**config.mk**
```make
export PLATFORM = sky130hd
export DESIGN_NAME = enemy_sequencer
export DESIGN_NICKNAME = d
export VERILOG_FILES = /design/src/rtl/enemy_sequencer.sv
export SDC_FILE = /design/constraint.sdc
export NUM_CORES = 1
export LEC_CHECK = 0
export CORE_MARGIN = 8
export CORE_UTILIZATION = 50
export DETAILED_ROUTE_END_ITERATION = 10
export DONT_BUFFER_PORTS = 1
export PLACE_DENSITY = 0.68
export SLEW_MARGIN = 30
export SYNTH_ARGS = -nofsm -noshare
export SYNTH_HDL_FRONTEND = slang
export SYNTH_SLANG_ARGS = --single-unit
```
**constraint.sdc**
```tcl
create_clock -name clk -period 1.3 [get_ports clk]
set_input_delay 0.26 -clock clk [delete_from_list [all_inputs] [get_ports clk]]
set_output_delay 0.26 -clock clk [all_outputs]
set_load 0.01 [all_outputs]
```
**src/rtl/enemy_sequencer.sv**
```systemverilog
`default_nettype none
// ============================================================================
// Module   : enemy_sequencer
// Purpose  : Per-move erase / coordinate update / redraw sequencer for the
//            enemy sprite datapath, with request/grant VGA port arbitration.
// Revision : 1.0 - initial release
// ============================================================================
module enemy_sequencer #(
  parameter int N_ENEMY         = 10,
  parameter int SPRITE_PIX      = 25,
  parameter int FRAMES_PER_MOVE = 4
) (
  input  logic       clk,
  input  logic       reset,
  input  logic       run,
  input  logic       frame_tick,
  input  logic       vga_grant,
  input  logic       update_ack,
  output logic       vga_req,
  output logic       enable,
  output logic       plot,
  output logic [1:0] op,
  output logic       load_coord,
  output logic       update_req,
  output logic       busy,
  output logic       pass_done,
  output logic       overrun
);

  localparam logic [8:0] PIX_LAST   = 9'(N_ENEMY * SPRITE_PIX - 1);
  localparam logic [3:0] FRAME_LAST = 4'(FRAMES_PER_MOVE - 1);

  localparam logic [1:0] OP_DRAW  = 2'b00;
  localparam logic [1:0] OP_ERASE = 2'b01;

  localparam logic [3:0] S_IDLE  = 4'd0;
  localparam logic [3:0] S_WAIT  = 4'd1;
  localparam logic [3:0] S_REQ_E = 4'd2;
  localparam logic [3:0] S_ERASE = 4'd3;
  localparam logic [3:0] S_UPD   = 4'd4;
  localparam logic [3:0] S_LOAD  = 4'd5;
  localparam logic [3:0] S_REQ_D = 4'd6;
  localparam logic [3:0] S_DRAW  = 4'd7;
  localparam logic [3:0] S_FIN   = 4'd8;

  logic [3:0] state;
  logic [3:0] state_next;
  logic [8:0] pix_cnt;
  logic [3:0] frame_cnt;
  logic       move_due;

  logic scanning;   // in a pixel-scanning phase (erase or draw)
  logic last_pix;   // current granted cycle issues the final pixel of a phase
  logic due_now;    // a frame tick completes a movement period this cycle
  logic consume;    // WAIT takes the pending move this cycle

  assign scanning = (state == S_ERASE) || (state == S_DRAW);
  assign last_pix = vga_grant && (pix_cnt == PIX_LAST);
  assign due_now  = (state != S_IDLE) && frame_tick && (frame_cnt == FRAME_LAST);
  assign consume  = (state == S_WAIT) && run && move_due;

  // State register
  always_ff @(posedge clk or posedge reset) begin
    if (reset) begin
      state <= S_IDLE;
    end else begin
      state <= state_next;
    end
  end

  // Next-state decode
  always_comb begin
    state_next = state;
    case (state)
      S_IDLE:  if (run) state_next = S_WAIT;
      S_WAIT: begin
        if (!run)         state_next = S_IDLE;
        else if (move_due) state_next = S_REQ_E;
      end
      S_REQ_E: if (vga_grant) state_next = S_ERASE;
      S_ERASE: if (last_pix) state_next = S_UPD;
      S_UPD:   if (update_ack) state_next = S_LOAD;
      S_LOAD:  state_next = S_REQ_D;
      S_REQ_D: if (vga_grant) state_next = S_DRAW;
      S_DRAW:  if (last_pix) state_next = S_FIN;
      S_FIN:   state_next = S_WAIT;
      default: state_next = S_IDLE;
    endcase
  end

  // Moore output decode; only enable/plot see the live grant
  always_comb begin
    vga_req    = 1'b0;
    op         = OP_ERASE;
    load_coord = 1'b0;
    update_req = 1'b0;
    busy       = 1'b1;
    pass_done  = 1'b0;
    case (state)
      S_IDLE, S_WAIT:   busy = 1'b0;
      S_REQ_E, S_ERASE: vga_req = 1'b1;
      S_UPD:            update_req = 1'b1;
      S_LOAD: begin
        op         = OP_DRAW;
        load_coord = 1'b1;
      end
      S_REQ_D, S_DRAW: begin
        op      = OP_DRAW;
        vga_req = 1'b1;
      end
      S_FIN: begin
        op        = OP_DRAW;
        pass_done = 1'b1;
      end
      default: busy = 1'b0;
    endcase
    enable = scanning && vga_grant;
    plot   = enable;
  end

  // Pixel counter, frame counter and the one-deep pending-move flag
  always_ff @(posedge clk or posedge reset) begin
    if (reset) begin
      pix_cnt   <= 9'd0;
      frame_cnt <= 4'd0;
      move_due  <= 1'b0;
      overrun   <= 1'b0;
    end else begin
      // The request state always precedes a scan phase, so clearing there
      // starts every phase from pixel 0; a withdrawn grant holds the count.
      if ((state == S_REQ_E) || (state == S_REQ_D)) begin
        pix_cnt <= 9'd0;
      end else if (scanning && vga_grant && (pix_cnt != PIX_LAST)) begin
        pix_cnt <= pix_cnt + 9'd1;
      end

      if ((state != S_IDLE) && frame_tick) begin
        frame_cnt <= (frame_cnt == FRAME_LAST) ? 4'd0 : frame_cnt + 4'd1;
      end

      // A move landing on the consume cycle simply re-arms the flag.
      if (due_now) begin
        move_due <= 1'b1;
        if (move_due && !consume) begin
          overrun <= 1'b1;
        end
      end else if (consume) begin
        move_due <= 1'b0;
      end
    end
  end

endmodule
`default_nettype wire

```
==> flow_summary.toml <==
[worst_hold_path]
hold_class = "primary input to flop"

[critical_path]
rrSetupSlack_ns = -0.26
endpoint_kind = "primary output"
worst_path_largest_cell_delay_ns = 0.42
critPathLaunch = "state[0]$_DFFE_PP0P_"
crit_fanout = 5
slowest_stage = "dfrtp_1"
cp.depth = 3
path_cells = "buf_6 > nor4b_4 > o21bai_4"
critPathKind = "flop to primary output"
reg2reg_from = "state[0]$_DFFE_PP0P_"
crit_family = "flip-flops"
arrival_ns = 1.34
start_kind = "flop"
crit_buf_inv = 1
crit_end = "busy"
r2r-end = "pix_cnt[4]$_DFFE_PP0P_"
worstPathRequired_ns = 1.04
rr_worst_depth = 6

[yosys]
synth_warnings = 0
synth_area_um2 = 1090
synth_nets = 124
netlist_instances = 115
synth.avg_cell_area_um2 = 9.50
synth_seq_area_share_pct = 43.5
ys_seq_elements = 19
ys_types = 38

[power]
p_per_area_nw_per_um2 = 1220
ir_drop_v = 0.000780
leakagePower_nw = 0.707

[global_route]
antenna_found_initial = 0
grt_max_degree = 20
grt_pass1_vias = 1004
overflow = 0
grt_first_pass_wirelength_um = 4470
grt_use_total_pct = 13.6

[die]
die_h_um = 62.7
core-area_um2 = 2150
ios = 16
die_w_um = 62.7
dieArea_um2 = 3940
initial_utilization_pct = 50.8
num_rows = 17

[route]
wl_per_cell_um = 16.7
drt_iter0_drc = 20
routed_wl_um = 2930
dr.pass1.iters = 6
viasPerCell = 5.82
ant_nets = 0
via_count = 1018
remaining_drc_errors = 0

[clock_network]
cts_tree = "yes"
clk_latency_ns = 0.30
cts_buffer_depth = 2
cts_root_buffer = "clkbuf_4"
cts_htree_levels = 1
cts_sinks = 19
clkTransAtPathRegs_ns = 0.10
numCtsBuffers = 3

[final_layout]
layout.cells.non_filler = 175
syn2layout_area_growth_pct = 46.4
fillCellCount = 150
finalInstanceArea_um2 = 1600
mostFrequentLayoutCells = "23 x buf_4, 18 x dfrtp_1, 10 x nand2_1, 10 x buf_6"
drive_above_1_share_pct = 44.2
n_antenna_cell = 0
fin_nets = 157
final_common_cell = "buf_4"

[placed_design]
io_buffers = 0
hpwl_um = 1820
place_area_um2 = 1310
dp_cells = 160
gp_congestion = 0.848

[sta]
postLayoutSetupSlackWorst_ns = -0.305
max_freq_ghz = 0.623
skew_ns = 0.0136
hold_viol = 0
rsz0062_at_grt = "true"
min_period_ns = 1.60
setup-tns-final_ns = -4.45
slew_violations = 0
finalCritPeriodShare_pct = 123
finalSetupViolations = 25

[job]
drv_cap = 0

[outcome]
violations = "setup timing"
status = "finished with violations"
## layout make-up
class / count / area, µm² / area share, %
multi-input cells: 83 / 721 / 45.1
well taps: 28 / 35.0 / 2.19
clock buffers: 4 / 26.3 / 1.64
repair buffers: 35 / 315 / 19.7
flip-flops and latches: 19 / 477 / 29.8
inverters: 6 / 25.0 / 1.56
## synthesized netlist by cell type
cell | count | share of area, %
o21ai_0 | 4 | 1.8
or2_2 | 1 | 0.57
a211o_1 | 1 | 0.80
or4_1 | 2 | 1.4
conb_1 | 1 | 0.34
a21boi_0 | 1 | 0.69
nand4_1 | 3 | 1.7
o31ai_1 | 3 | 2.1
ha_1 | 3 | 3.4
o21bai_1 | 3 | 2.1
or3_1 | 2 | 1.1
clkbuf_1 | 2 | 0.69
a21oi_1 | 6 | 2.7
a32oi_1 | 1 | 0.80
dfrtp_1 | 19 | 44
buf_4 | 2 | 1.4
nor2_1 | 7 | 2.4
o211ai_1 | 1 | 0.69
buf_2 | 3 | 1.4
nand4bb_1 | 1 | 1.0
nor4b_1 | 1 | 0.80
nand2b_1 | 3 | 1.7
nand4b_1 | 1 | 0.80
nor4b_2 | 1 | 1.4
or3b_2 | 1 | 0.80
nor3_1 | 5 | 2.3
and3_1 | 1 | 0.57
mux2_2 | 2 | 2.1
o41a_1 | 1 | 1.0
nor3b_1 | 1 | 0.69
xnor2_1 | 1 | 0.80
nand2_1 | 10 | 3.4
nand3_1 | 6 | 2.7
inv_1 | 6 | 2.1
or4b_2 | 1 | 0.92
o41ai_1 | 1 | 0.80
nor4bb_1 | 1 | 0.92
mux2i_1 | 6 | 5.5
## stage by stage
| step | setup WS, ns | util, % | total power, mW | hold slack (ns) |
|---|---|---|---|---|
| after floorplan | -0.0751 | - | 1.18 | 0.211 |
| after global placement | -0.131 | 60.7 | 1.40 | 0.187 |
| after detailed placement | -0.143 | 60.7 | 1.44 | 0.193 |
| after CTS | -0.306 | 69.5 | 1.82 | 0.142 |
| after global routing | -0.360 | 74.4 | 2.06 | 0.157 |
| final | -0.305 | 74.4 | 1.95 | 0.158 |
## power breakdown
part | total, mW | leakage (nW) | switching (mW) | internal (mW)
registers | 0.905 | 0.221 | 0.173 | 0.731
logic | 0.741 | 0.471 | 0.335 | 0.407
clock network | 0.306 | 0.0150 | 0.187 | 0.119
## cell families after synthesis
| logic type | Yosys count | synth area share (%) |
|---|---|---|
| buffers and inverters | 13 | 5.50 |
| adder cells (fa/ha/maj) | 3 | 3.44 |
| AND/OR/NAND/NOR | 48 | 25.3 |
| AO/OA/AOI/OAI | 22 | 13.5 |
| other | 1 | 0.343 |
| multiplexers | 8 | 7.56 |
| flip-flops | 19 | 43.5 |
| XOR/XNOR | 1 | 0.802 |
## worst min path at each step
stage	endpoint	startpoint	depth (start not counted)
2_1_floorplan	frame_cnt[0]$_DFFE_PP0N_	reset	1
3_3_place_gp	frame_cnt[3]$_DFFE_PP0N_	reset	2
3_5_place_dp	frame_cnt[2]$_DFFE_PP0N_	reset	2
4_1_cts	state[0]$_DFFE_PP0P_	run	2
5_1_grt	state[0]$_DFFE_PP0P_	run	2
6_report	state[0]$_DFFE_PP0P_	run	2
## what timing repair did
item / in CTS / in global routing
gates resized for setup: 24 / 17
hold buffers: 1 / 0
pin swaps: 11 / 11
setup buffers: 6 / 4
hold endpoints to repair: 19 / 0
endpoints found under the setup margin: 26 / 27
## sequential cells by signal, indices dropped and copies added (netlist names)
| signal | count |
|---|---|
| overrun | 1 |
| pix_cnt | 9 |
| state | 4 |
| move_due | 1 |
| frame_cnt | 4 |
## routing by layer
layer  vias to the layer above  GRT usage, %  routed length [µm]  share of wire (%)
li1                        478             -                   -                  -
met1                       484          14.1                1160                 39
met2                        46          23.8                1520                 52
met3                        10          4.48                 171                5.8
met4                         0          6.84                  80                2.7
met5                         -             0                   0                  0
No activity file was read; power rests on OpenSTA's default activity.
